`src/rtl/arbitro_mux.sv`:
```
// Round-robin arbiter driving the select of the shared 4:1 datapath mux; all outputs registered.
// Define ARB_QUANTUM_EN to preempt an owner after QUANTUM consecutive cycles when others are waiting.
module arbitro_mux #(
    parameter int QUANTUM = 8,
    parameter int CW      = 4
) (
    input  logic       clk,
    input  logic       reset,
    input  logic [3:0] req,
    output logic [3:0] gnt,
    output logic [1:0] selecm,
    output logic       valid
);

    // state   | meaning
    // IDLE    | nobody owns the bus, waiting for any request
    // OCUPADO | gnt/selecm point at the current owner
    typedef enum logic {IDLE, OCUPADO} state_t;

    state_t         state;
    logic [1:0]     ptr;
    logic [CW-1:0]  counter;

    logic [3:0]     cand;
    logic           found;
    logic [1:0]     winner;
    logic [1:0]     idx;
    logic           owner_req;
    logic           preempt;

    // The owner is masked out of the scan: on release its req is already low,
    // and on preemption it must not re-win; in IDLE gnt is zero so nothing is masked.
    always_comb begin
        cand   = req & ~gnt;
        found  = 1'b0;
        winner = ptr;
        idx    = '0;
        for (int i = 3; i >= 0; i--) begin
            idx = ptr + 2'(i);
            if (cand[idx]) begin
                found  = 1'b1;
                winner = idx;
            end
        end
    end

    assign owner_req = |(req & gnt);

`ifdef ARB_QUANTUM_EN
    assign preempt = (counter == CW'(QUANTUM)) && found;
`else
    assign preempt = 1'b0;
`endif

    always_ff @(posedge clk) begin
        if (reset) begin
            state   <= IDLE;
            gnt     <= '0;
            selecm  <= '0;
            valid   <= 1'b0;
            counter <= '0;
            ptr     <= '0;
        end else if (state == IDLE || !owner_req || preempt) begin
            if (found) begin
                state   <= OCUPADO;
                gnt     <= 4'b0001 << winner;
                selecm  <= winner;
                valid   <= 1'b1;
                counter <= CW'(1);
                ptr     <= winner + 2'd1;
            end else begin
                // selecm keeps the last owner's index
                state   <= IDLE;
                gnt     <= '0;
                valid   <= 1'b0;
                counter <= '0;
            end
        end else if (counter != {CW{1'b1}}) begin
            counter <= counter + CW'(1);
        end
    end

endmodule

```
`config.mk`:
```
export PLATFORM = sky130hd
export DESIGN_NAME = arbitro_mux
export DESIGN_NICKNAME = d
export VERILOG_FILES = /design/src/rtl/arbitro_mux.sv
export SDC_FILE = /design/constraint.sdc
export NUM_CORES = 1
export LEC_CHECK = 0
export BUFFER_PORTS_ARGS = -buffer_cell sky130_fd_sc_hd__buf_2
export CAP_MARGIN = 20
export CORE_UTILIZATION = 40
export DETAILED_ROUTE_END_ITERATION = 16
export GPL_TIMING_DRIVEN = 0
export PLACE_DENSITY = 0.65
export SLEW_MARGIN = 30
export SYNTH_ARGS = -nofsm -noshare
export SYNTH_HDL_FRONTEND = slang
export SYNTH_SLANG_ARGS = --single-unit
```
`constraint.sdc`:
```
create_clock -name clk -period 1.5 [get_ports clk]
set_input_delay 0.15 -clock clk [delete_from_list [all_inputs] [get_ports clk]]
set_output_delay 0.15 -clock clk [all_outputs]
set_load 0.02 [all_outputs]
```
* Word-level counts from Yosys, hierarchy flattened
Index checks and enable logic that the tools add are counted.
** Cells by class
- $add $sub $neg :: 4
- Magnitude comparators :: 4
- Shift operators :: 1
- Multiplexer cells :: 18
- Bitwise logic cells :: 4
- Reduce and logical (&&, ||, !) cells :: 4
** Operators with widths (number)
- $lt 2x3->1 const B :: 4
- $mux 1 :: 9
- $and 4x4->4 :: 2
- $bmux 1 s2 :: 4
- $mux 2 :: 4
- $add 2x1->2 const B :: 2
- $add 2x2->2 const B :: 2
- $mux 4 :: 1
- $not 4->4 :: 1
- $reduce_or 4->1 :: 1
- $shl 1x2->4 const A :: 1
- $reduce_and 2->1 :: 1
- $logic_not 1->1 :: 1
- $logic_or 1x1->1 :: 1
- $not 1->1 :: 1
** Storage, ports and cells
- Register bits after elaboration :: 9
- Input port bits :: 6
- Output and inout bits :: 7
- Word-level logic and storage cells :: 39

* Logic depth before layout (Yosys ltp)
Gate-level depths: netlist of run 1.
- Depth after elaboration :: 10
- Gate-level depth with buffers :: 6

* Worst setup path after synthesis of run 1
Ideal clock, no wire load.
- Path type :: reg-to-reg
- Start point :: reg gnt[0]
- End point :: reg ptr[1]
- Arrival time :: 1.517 ns
- Data required time :: 1.421 ns
- Path slack :: -0.096 ns
- Stages on the path, launching flop included :: 7
- Buffers on the path :: 0
- Period minus slack after synthesis :: 1.596 ns
- Path through :: dfxtp_1 > nand2b_4 > a21oi_1 > o21a_1 > a211o_1 > xor2_1 > a211oi_2
** Between the ends
- Cells in the longest elaborated chain, start to end :: 9
- Elaborated cells between the ends (all ways) :: 24
- Those cells by class :: add/sub (1); mux (16); bitwise (3); reduce/logical (4)
** Ends and longest elaborated chain
- from (decl) :: RTL line 10 : output logic [3:0] gnt,
- from (signal assigned) :: RTL line 66 : gnt <= 4'b0001 << winner;
- $not 4->4 :: RTL line 34 : cand = req & ~gnt;
- $and 4x4->4 :: RTL line 34
- $bmux 1 s2 :: RTL line 40 : if (cand[idx]) begin
- $mux 1 (not written as such) :: RTL line 40
- $mux 2 / $mux 1 (equally long branches) (4 in a row) :: RTL line 40
- $add 2x1->2 / $reduce_and 2->1 (equally long branches)
- to (signal assigned) :: RTL line 70 : ptr <= winner + 2'd1;
- to (decl) :: RTL line 21 : logic [1:0] ptr;
Several ways; a longest one is shown, not always the timed one. The select of a mux whose other input is x is not followed.
A chain may end at the register's enable or synchronous reset.

* Worst setup path after layout of run 1
- Start point :: reg gnt[3]
- End point :: reg ptr[0]
Same word-level chain as after synthesis.

==> out/results.md, run 1 <==
| Metric | Reported |
|---|---|
| Slowest-stage cell, CP | dfxtp_2 |
| Maximum fanout along the worst path | 5 |
| Via Count | 465 |
| Critical Path Sink Type | flip-flop |
| Warning count from the yosys run | 0 |
| Endpoint of the worst hold-timing path | gnt[2] |
| Worst vdd rail ir drop | 0.9144 mV |
| CTS tree | yes |
| Cell count after synthesis | 57 |
| Cts bufs inserted | 3 |
| Critical register-to-register path endpoint | ptr[0] |
| Critical Path Start Type | flip-flop |
| Final Worst Setup Slack | -0.08690 ns |
| Port buffer count | 11 |
| Worst-path cell chain | nor2b_4 > and4b_4 > or2_4 > a2111oi_4 > buf_4 > nor3_1 |
| Final RePlAce weighted congestion | 0.7140 |
| Launch point of the worst reg-to-reg path | gnt[3] |
| Largest net degree at the start of global routing | 10 |
| Number of levels the H-tree was split into | 1 |
| Synth Cell Area | 523.0 µm² |
| Highest Clock Rate | 0.6302 GHz |
| Total congestion overflow | 0 |
| Die height | 38.16 µm |
| Worst skew pair latency | 0.26 ns |
| Sum of negative setup slack | -0.1808 ns |
| Worst path buffer plus inverter count | 1 |
| Initial Util | 45.24% |
| Cell area power density | 1976 nW/µm² |
| Total wire length after detailed routing | 1093 µm |
| Final number of setup-violating endpoints | 4 |
| Clock-pin transition on the worst setup and hold timing paths | 0.06 ns |
| Inst Count DP | 82 |
| Site row count | 12 |
| Number of cells in the finished layout apart from fillers | 89 |
| Area added between synthesis and finish | 27.03% |
| Post-layout instance area | 664.4 µm² |
| Antenna Cells | 0 |
| Final Skew | 0.003456 ns |
| CTS root buffer | clkbuf_4 |
| Max capacitance violation total | 0 |
| Cell area after placement | 600.6 µm² |
| Global-route wire length before repair | 1614 µm |
| CP required | 1.63 ns |
| Unrepaired setup endpoints after global routing | yes |
| Aggregate global-route resource usage | 16.87% |
| Setup slack on the worst flop-to-flop path | -0.09 ns |
| Total Die Area | 1456 µm² |
| Library cells used by synthesis | 29 |
| Final Max Slew Viols | 0 |
| Final routed wire length divided by cell count | 12.28 µm |
| Yosys reg bits | 9 |
| Delay of the slowest critical-path stage | 0.35 ns |
| Antenna Nets Post-Route | 0 |
| Synthesized area per cell | 9.175 µm² |
| Top cell family by delay on the critical path | simple AND/OR/NAND/NOR gates |
| Final cycle utilization of the critical path | 105.8% |
| Worst endpoint data arrival time | 1.72 ns |
| Path type of the worst setup path | flip-flop to flip-flop |
| Start point of the worst hold path | reset |
| Run status | complete, but fails checks |
| Hold-critical path depth | 2 |
| IO Count | 13 |
| Initial DRT Pass Iterations | 4 |
| Area inside the core boundary | 1156 µm² |
| Via density per instance | 5.225 |
| Number of DRC markers after the initial detailed-route iteration | 9 |
| Register area share after synthesis | 34.45% |
| Clock buffer depth | 2 |
| Actual slew at the worst max-slew pin | 0.4269 ns |
| Class of the worst hold path | input pin to flip-flop |
| Violated checks | setup timing |
| TritonCTS sink count | 9 |
| Depth of the most critical reg-to-reg path | 6 |
| Fraction of layout instances using a drive strength above 1 | 42.67% |
| Residual DRC | 0 |
| Synthesized Nets | 63 |
| Via count of the first global-routing pass | 386 |
| Max-Slew Margin vs Limit | 71.44% |
| Final HPWL from detailed placement | 779.4 µm |
| Static Leakage | 0.2876 nW |
| Die extent in x | 38.16 µm |
| Nets | 82 |
| Final core utilization | 57.47% |
| Final-report hold violation count | 0 |
| Final critical delay including setup and external delays | 1.587 ns |
| Number of antenna violations at the first check in global routing | 0 |
cell type report:
| cell class | count | area [µm²] |
|---|---|---|
| clock buffers | 4 | 26.28 |
| fillers | 108 | 491.7 |
| plain buffers | 2 | 11.26 |
| inverters | 1 | 3.754 |
| well taps | 14 | 17.52 |
| repair buffers | 14 | 77.57 |
| multi-input cells | 45 | 342.8 |
| flip-flops and latches | 9 | 185.2 |
metal layers:
metal / up-vias / share of wire [%] / global-route usage [%]
met3: 2 / 3.2 / 1.744
met4: 0 / 1.0 / 13.39
met1: 207 / 48 / 20.86
met5: - / 0 / 0
met2: 11 / 47 / 26.27
li1: 245 / - / -
how the worst max path moves through the flow:
stage | start | depth (start not counted) | slack (ns) | end
2_1_floorplan | gnt[0] | 6 | 0.005 | ptr[1]
3_3_place_gp | gnt[1] | 6 | -0.07 | gnt[3]
3_5_place_dp | gnt[1] | 6 | -0.06 | gnt[3]
4_1_cts | gnt[3] | 6 | -0.06 | gnt[3]
5_1_grt | gnt[3] | 6 | -0.15 | ptr[0]
6_report | gnt[3] | 6 | -0.09 | ptr[0]
layout by cell type (no fill, tap or decap):
cell type and count:
a2111oi_4 1, a211o_1 1, a211oi_2 1, a21boi_2 1
a21oi_1 5, a22oi_1 3, a32oi_1 1, and4b_4 1
buf_1 1, buf_2 11, buf_4 3, clkbuf_1 1
clkbuf_4 4, dfxtp_1 5, dfxtp_2 4, inv_1 1
mux2i_1 1, nand2_1 2, nand2b_1 1, nand2b_4 3
nand3_1 1, nand3b_1 1, nor2_1 12, nor2b_4 2
nor3_1 1, o21a_1 1, o22a_1 1, o22ai_1 1
o31ai_1 1, o32a_1 1, or2_4 1, xor2_1 1
registers in the layout, summed over array words and instances (netlist names):
name / count
selecm: 2
ptr: 2
gnt: 4
state: 1
per-stage QoR:
step	power, mW	hold WS, ns	worst slack (ns)
after detailed placement	1.068	0.4773	-0.05560
after floorplan	0.9266	0.4553	0.005019
final	1.313	0.2438	-0.08690
after CTS	1.286	0.2679	-0.06133
after global placement	1.062	0.4633	-0.06907
after global routing	1.399	0.2823	-0.1508
what timing repair did:
item                       4_1_cts  5_1_grt
hold buffers                     0        0
cloned                           0        0
pin swaps                        0        3
gates resized for setup          1        2
buffers inserted                 2        1
setup endpoints to repair        4        7
Yosys cell counts (all sizes together):
library cell | instances | share of area (%)
a32oi | 1 | 1.7
a211oi | 1 | 2.4
o21a | 1 | 1.4
o32a | 1 | 1.9
nand3b | 1 | 1.4
nand2b | 4 | 7.7
nand3 | 1 | 0.96
o22a | 1 | 1.7
a21boi | 1 | 2.2
mux2i | 1 | 1.9
nor3 | 1 | 0.96
inv | 1 | 0.72
a21oi | 5 | 4.8
dfxtp | 9 | 34
xor2 | 1 | 1.7
nor2b | 2 | 4.3
nor2 | 12 | 8.6
a211o | 1 | 1.7
o22ai | 1 | 1.2
a2111oi | 1 | 5.3
nand2 | 2 | 1.4
o31ai | 1 | 1.4
or2 | 1 | 1.7
a22oi | 3 | 4.3
buf | 2 | 1.7
and4b | 1 | 2.6
cell families (layout without fill, tap and decap cells):
family          after synthesis  count (layout)  share of synthesized area [%]
flops                         9               9                          34.45
buf+inv                       3              21                          2.390
xor+xnor                      1               1                          1.675
mux                           1               1                          1.914
compound gates               18              18                          29.91
simple gates                 25              25                          29.66
report_power, final:
group	internal [mW]	switching (mW)
clock	0.102	0.0821
combinational	0.345	0.381
sequential	0.327	0.0740
No activity file was read; power rests on OpenSTA's default activity.
==> run 2: changes to the inputs <==
--- a/config.mk
+++ b/config.mk
@@ -5,12 +5,13 @@
 export SDC_FILE = /design/constraint.sdc
 export NUM_CORES = 1
 export LEC_CHECK = 0
+export ABC_AREA = 1
 export BUFFER_PORTS_ARGS = -buffer_cell sky130_fd_sc_hd__buf_2
 export CAP_MARGIN = 20
 export CORE_UTILIZATION = 40
 export DETAILED_ROUTE_END_ITERATION = 16
 export GPL_TIMING_DRIVEN = 0
-export PLACE_DENSITY = 0.65
+export REMOVE_ABC_BUFFERS = 1
 export SLEW_MARGIN = 30
 export SYNTH_ARGS = -nofsm -noshare
 export SYNTH_HDL_FRONTEND = slang
==> run 2 against run 1 <==
The run still ends with setup timing left. Critical path depth rose by 9. Clock power hardly changed. Design area increased by 39%. Combinational power grew 150%. Worst hold slack worse by 0.11 ns.
==> out/results.md, run 2 <==
| Metric | Reported | Change |
|---|---|---|
| Max-Slew Margin vs Limit | 81.80% | +10 points |
| Most frequent standard cell in the layout excluding fill and tap cells | nand2_1 |  |
| Most common flop cell mapped by yosys | dfxtp_1 |  |
| Library cells used by synthesis | 19 | -34% |
| Clock-pin transition on the worst setup and hold timing paths | 0.06 ns | about the same |
| Residual DRC | 0 | unchanged |
| Area added between synthesis and finish | 39.85% |  |
| Synthesized area per cell | 6.162 µm² | -33% |
| CTS root buffer | clkbuf_4 |  |
| Antenna Nets Post-Route | 0 | unchanged |
| Class of the worst hold path | input pin to flip-flop |  |
| Met2 layer wire length in the routed design | 810 µm | +57% |
| Area inside the core boundary | 1524 µm² | +32% |
| Clock buffer depth | 2 | unchanged |
| Initial Util | 43.27% | -2.0 points |
| Path type of the worst setup path | flip-flop to flip-flop |  |
| IO Count | 13 | unchanged |
| Fraction of post-synthesis cell area in the top cell type by area | 27.32% | -7.1 points |
| Leading cell types by total area after synthesis | dfxtp_1 (27%), nand2_1 (17%), nand2_2 (9.5%) |  |
| Metal-1 WL | 752 µm | +42% |
| Power consumption | 2.439 mW | +86% |
| Final HPWL from detailed placement | 1113 µm | +43% |
| Cell area power density | 2644 nW/µm² | +34% |
| Die extent in x | 42.60 µm | +12% |
| Via Count | 746 | +60% |
| Static Leakage | 0.4795 nW | +67% |
| Final number of setup-violating endpoints | 1 | -3 |
| Number of antenna violations at the first check in global routing | 0 | unchanged |
| Flip-flop count of the largest register after layout | 4 | unchanged |
| Highest Clock Rate | 0.6488 GHz | +3.0% |
| Aggregate global-route resource usage | 19.08% | +2.2 points |
| Most frequent cells in the layout | nand2_1 (18), nand2_2 (17), inv_1 (12), buf_2 (12), nand3_2 (8) |  |
| Cts bufs inserted | 3 | unchanged |
| Critical Path Start Type | flip-flop |  |
| Final RePlAce weighted congestion | 0.8467 | +19% |
| Final-report hold violation count | 0 | unchanged |
| Minimum hold slack | 0.1349 ns | -0.1089 ns |
| Biggest regs | gnt (4), ptr (2), selecm (2) |  |
| Proportion of register bits with asynchronous set or reset after synthesis | 0% | unchanged |
| Actual slew at the worst max-slew pin | 0.2712 ns | -0.1557 ns |
| TritonCTS sink count | 9 | unchanged |
| Most instantiated cells after synthesis | nand2_1 (30), inv_1 (13), nand3_1 (12) |  |
| Initial DRT Pass Iterations | 4 | unchanged |
| Run status | complete, but fails checks |  |
| Unrepaired setup endpoints after global routing | yes |  |
| Via count of the first global-routing pass | 650 | +68% |
| Fraction of layout instances using a drive strength above 1 | 53.49% | +11 points |
| Top layer in use | met4 |  |
| Maximum fanout along the worst path | 8 | +3 |
| Number of levels the H-tree was split into | 1 | unchanged |
| Warning count from the yosys run | 0 | unchanged |
| Total wire length after detailed routing | 1658 µm | +52% |
| Total congestion overflow | 0 | unchanged |
| Count of filler cells inserted in the layout | 159 | +47% |
| Worst vdd rail ir drop | 1.341 mV | +47% |
| Final critical delay including setup and external delays | 1.541 ns | -0.04564 ns |
| Die height | 42.60 µm | +12% |
| Site row count | 14 | +2 |
| Nets | 136 | +66% |
| Final Worst Setup Slack | -0.04125 ns | +0.04564 ns |
| Worst endpoint data arrival time | 1.69 ns | -0.03 ns |
| Port buffer count | 12 | +1 |
| Start point of the critical path | ptr[0] |  |
| Met3 WL post-DR | 51 µm | +46% |
| Final Skew | 0.002153 ns | -0.001303 ns |
| Number of DRC markers after the initial detailed-route iteration | 11 | +2 |
| Number of cells in the finished layout apart from fillers | 145 | +63% |
| Cell count after synthesis | 107 | +88% |
| Max capacitance violation total | 0 | unchanged |
| Launch point of the worst reg-to-reg path | ptr[0] |  |
| Register area share after synthesis | 27.32% | -7.1 points |
| Total Die Area | 1815 µm² | +25% |
| Violated checks | setup timing |  |
| Antenna Cells | 0 | unchanged |
| Start point of the worst hold path | reset |  |
| Critical Path Sink Type | flip-flop |  |
| Synth Cell Area | 659.4 µm² | +26% |
| Leading cell type by number of instances after synthesis | nand2_1 |  |
| CTS tree | yes |  |
| Yosys reg bits | 9 | unchanged |
| Global-route wire length before repair | 2608 µm | +62% |
| CP required | 1.65 ns | +0.02 ns |
| Final Max Slew Viols | 0 | unchanged |
| Most area-hungry cell type in the Yosys netlist | dfxtp_1 |  |
| Most flops, register | gnt |  |
| Inst Count DP | 134 | +63% |
| Largest net degree at the start of global routing | 9 | -1 |
| Final routed wire length divided by cell count | 11.43 µm | -6.9% |
| Via density per instance | 5.145 | -1.5% |
| Number of enable-type register cells in the synthesized netlist | 0 | unchanged |
| Final cycle utilization of the critical path | 102.8% | -3.0 points |
| Worst skew pair latency | 0.26 ns | about the same |
-- run 2: logic make-up after synthesis --
family,count (synthesis),synth area share (%)
AO/OA/AOI/OAI,14,12.14
flip-flops,9,27.32
buffers and inverters,20,13.66
AND/OR/NAND/NOR,64,46.87
-- run 2: report_power, final --
group	internal [mW]	switching (mW)
logic	0.690	1.10
registers	0.351	0.115
clock network	0.102	0.0812
total	1.14	1.29
-- run 2: worst paths after layout --
kind / to / slack, ns / depth (start not counted)
max reg2reg: ptr[1] / -0.04 / 15
min reg2reg: gnt[3] / 0.49 / 2
max: ptr[1] / -0.04 / 15
min: gnt[3] / 0.13 / 2
-- run 2: metal layers --
layer	GRT usage, %	vias up
met3	3.017	7
li1	-	382
met4	11.25	0
met2	30.77	20
met1	23.68	337
met5	0	-
-- run 2: through the flow --
stage                     setup WS (ns)  area (µm²)  utilization [%]  setup TNS [ns]
after floorplan                -0.04758       648.1                -        -0.06366
after global placement          -0.2877       728.2            47.78          -1.572
after detailed placement        -0.2956       728.2            47.78          -1.613
final                          -0.04125       922.1            60.51        -0.04125
after CTS                      -0.02252       808.3            53.04        -0.02252
after global routing            -0.1507       922.1            60.51         -0.5664
-- run 2: timing repair --
action,in CTS,in global routing
hold endpoints to repair,0,0
hold buffers,0,0
setup endpoints to repair,9,9
pin swaps,1,6
buffers inserted,4,3
resized for setup,8,31
-- run 2: area by class of cell --
cell class	instances	area (µm²)	share of cell area [%]
multi-input combinational	78	488.0	52.92
sequential	9	191.4	20.76
timing repair buffer	19	112.6	12.21
clock buffer	4	26.28	2.849
tap	16	20.02	2.171
inverter	19	83.83	9.091
-- run 2: critical path, cell delays in order (launching register included) --
cell and delay (ns):
dfxtp_4 0.43, inv_6 0.07, nand2_4 0.06, nand2_4 0.06, inv_2 0.06, nand2_2 0.06
nand2_2 0.07, inv_4 0.05, nand2_1 0.06, nand3_2 0.07, nand2_2 0.10, nand2_2 0.08
nand2_2 0.09, nand2_2 0.05, nor2_1 0.08, nor2_1 0.04
==> run 3: changes to the inputs <==
--- a/config.mk
+++ b/config.mk
@@ -7,11 +7,10 @@
 export LEC_CHECK = 0
 export ABC_AREA = 1
 export BUFFER_PORTS_ARGS = -buffer_cell sky130_fd_sc_hd__buf_2
-export CAP_MARGIN = 20
 export CORE_UTILIZATION = 40
 export DETAILED_ROUTE_END_ITERATION = 16
 export GPL_TIMING_DRIVEN = 0
-export REMOVE_ABC_BUFFERS = 1
+export PLACE_DENSITY = 0.63
 export SLEW_MARGIN = 30
 export SYNTH_ARGS = -nofsm -noshare
 export SYNTH_HDL_FRONTEND = slang
==> run 3 against run 2 <==
The flow still finishes with violations (setup timing). Design area rose by 2.4%. Power grew 8.1%. Sequential power barely moved. Non-clock buffer count stayed put. Worst hold slack improved by 0.0032 ns. Register-to-register slack worse by 0.06 ns. Sequential cell count stayed put. Global-route usage increased by 1.9 points. Critical path type unchanged. Largest power group unchanged.
==> out/results.md, run 3 (synthesis results as in run 2) <==
| Metric | Reported | Change |
|---|---|---|
| Cts bufs inserted | 3 | unchanged |
| Site row count | 14 | unchanged |
| Synthesized Nets | 113 |  |
| Worst skew pair latency | 0.26 ns | about the same |
| Initial Util | 43.27% | unchanged |
| Most frequent cells in the layout | nand2_2 (18), nand2_1 (18), buf_2 (12), inv_1 (11) |  |
| Number of cells in the finished layout apart from fillers | 145 | unchanged |
| Final-report hold violation count | 0 | unchanged |
| Static Leakage | 0.4808 nW | +0.28% |
| Final cycle utilization of the critical path | 106.6% | +3.9 points |
| TritonCTS sink count | 9 | unchanged |
| Max-Slew Margin vs Limit | 81.03% | -0.77 points |
| IO Count | 13 | unchanged |
| Area added between synthesis and finish | 43.26% |  |
| Count of filler cells inserted in the layout | 143 | -10% |
| Cell area power density | 2791 nW/µm² | +5.5% |
| Final critical delay including setup and external delays | 1.600 ns | +0.05841 ns |
| Worst endpoint data arrival time | 1.78 ns | +0.09 ns |
| Inst Count DP | 135 | +0.75% |
| Worst path buffer plus inverter count | 2 | -1 |
| Critical Path Start Type | flip-flop |  |
| Critical Path Sink Type | flip-flop |  |
| Area inside the core boundary | 1524 µm² | unchanged |
| Final Worst Setup Slack | -0.09966 ns | -0.05841 ns |
| Run status | complete, but fails checks |  |
| Die height | 42.60 µm | unchanged |
| Final HPWL from detailed placement | 1152 µm | +3.5% |
| Number of DRC markers after the initial detailed-route iteration | 22 | +11 |
| Quantity of hold-fixing buffers added after cts | 0 | unchanged |
| Antenna Nets Post-Route | 0 | unchanged |
| Aggregate global-route resource usage | 21.01% | +1.9 points |
| Worst-path cell chain | inv_8 > nand2_4 > nand2_4 > o21ai_2 > nand2_2 > nand3_2 > nand2_2 > nand2_2 > buf_6 > nand3_2 > a21oi_2 |  |
| Via density per instance | 5.159 | +0.27% |
| Nets | 136 | unchanged |
| Delay of the slowest critical-path stage | 0.43 ns | about the same |
| Total congestion overflow | 0 | unchanged |
| Die extent in x | 42.60 µm | unchanged |
| Biggest regs | gnt (4), ptr (2), selecm (2) |  |
| Maximum fanout along the worst path | 8 | unchanged |
| Clock-pin transition on the worst setup and hold timing paths | 0.06 ns | about the same |
| Top cell family by delay on the critical path | simple AND/OR/NAND/NOR gates |  |
| Most flops, register | gnt |  |
| Power consumption | 2.636 mW | +8.1% |
| Via count of the first global-routing pass | 679 | +4.5% |
| Largest net degree at the start of global routing | 9 | unchanged |
| Number of levels the H-tree was split into | 1 | unchanged |
| Final routed wire length divided by cell count | 12.63 µm | +10% |
| Unrepaired setup endpoints after global routing | yes |  |
| Initial DRT Pass Iterations | 4 | unchanged |
| Class of the worst hold path | input pin to flip-flop |  |
| Final Max Slew Viols | 0 | unchanged |
| Final RePlAce weighted congestion | 0.8021 | -5.3% |
| Sum of negative setup slack | -0.2808 ns | -0.2395 ns |
| Cell area after placement | 742.0 µm² | +1.9% |
| Clock buffer depth | 2 | unchanged |
| Slowest-stage cell, CP | dfxtp_4 |  |
| Post-layout instance area | 944.7 µm² | +2.4% |
| Fraction of layout instances using a drive strength above 1 | 55.81% | +2.3 points |
| CTS tree | yes |  |
| Final number of setup-violating endpoints | 4 | +3 |
| Residual DRC | 0 | unchanged |
| Total Die Area | 1815 µm² | unchanged |
| Highest Clock Rate | 0.6251 GHz | -3.7% |
| CTS root buffer | clkbuf_4 |  |
| Flip-flop count of the largest register after layout | 4 | unchanged |
| Antenna Cells | 0 | unchanged |
| Number of antenna violations at the first check in global routing | 0 | unchanged |
| Final Skew | 0.003516 ns | +0.001363 ns |
| Path type of the worst setup path | flip-flop to flip-flop |  |
| Port buffer count | 12 | unchanged |
| Max capacitance violation total | 0 | unchanged |
| Final core utilization | 61.99% | +1.5 points |
| Total wire length after detailed routing | 1832 µm | +10% |
| Top cell by count, worst path | nand2_2 |  |
| CP required | 1.68 ns | +0.03 ns |
| Violated checks | setup timing |  |
| Via Count | 748 | +0.27% |
| Worst vdd rail ir drop | 1.347 mV | +0.46% |
| Global-route wire length before repair | 2849 µm | +9.2% |
| Actual slew at the worst max-slew pin | 0.2826 ns | +0.01147 ns |
## run 3: worst register-to-register path, cell delays in order (launching register included)
cell and delay (ns):
dfxtp_4 0.43, inv_8 0.06, nand2_4 0.06, nand2_4 0.07
o21ai_2 0.24, nand2_2 0.08, nand3_2 0.06, nand2_2 0.07
nand2_2 0.11, buf_6 0.10, nand3_2 0.06, a21oi_2 0.17
## run 3: per-layer routing
| layer | share of wire (%) | GRT usage [%] | wire [µm] | vias up |
|---|---|---|---|---|
| met2 | 51 | 35.08 | 934 | 15 |
| met1 | 44 | 24.93 | 800 | 348 |
| met3 | 2.3 | 1.293 | 42 | 6 |
| li1 | - | - | - | 379 |
| met4 | 3.0 | 15.63 | 55 | 0 |
| met5 | 0 | 0 | 0 | - |
## run 3: timing repair
item / in CTS / in global routing
cloned: 0 / 0
setup endpoints to repair: 6 / 9
gates resized for setup: 16 / 27
pin swaps: 4 / 12
setup buffers: 5 / 2
## run 3: per-stage QoR
stage / setup slack, ns / hold slack, ns
2_1_floorplan: 0.0002570 / 0.2117
3_3_place_gp: -0.1029 / 0.4076
3_5_place_dp: -0.1208 / 0.4143
4_1_cts: -0.06300 / 0.1370
5_1_grt: -0.1844 / 0.1502
6_report: -0.09966 / 0.1381
## run 3: worst paths after layout
kind | startpoint | endpoint | slack, ns | cells after the start
setup / recovery | ptr[0] | gnt[3] | -0.1 | 11
setup reg to reg | ptr[0] | gnt[3] | -0.1 | 11
hold / removal | reset | gnt[1] | 0.14 | 2
hold reg to reg | selecm[0] | selecm[0] | 0.50 | 2
## run 3: power breakdown
group | internal, mW | switching [mW] | total, mW
Clock | 0.102 | 0.0843 | 0.187
Sequential | 0.351 | 0.117 | 0.468
Combinational | 0.780 | 1.20 | 1.98
## run 3: area by class of cell
cell class	count	area, µm²	share of cell area [%]
multi-input cells	78	499.2	52.85
repair buffers	19	116.4	12.32
flip-flops and latches	9	191.4	20.26
clock buffers	4	26.28	2.781
well taps	16	20.02	2.119
inverters	19	91.34	9.669
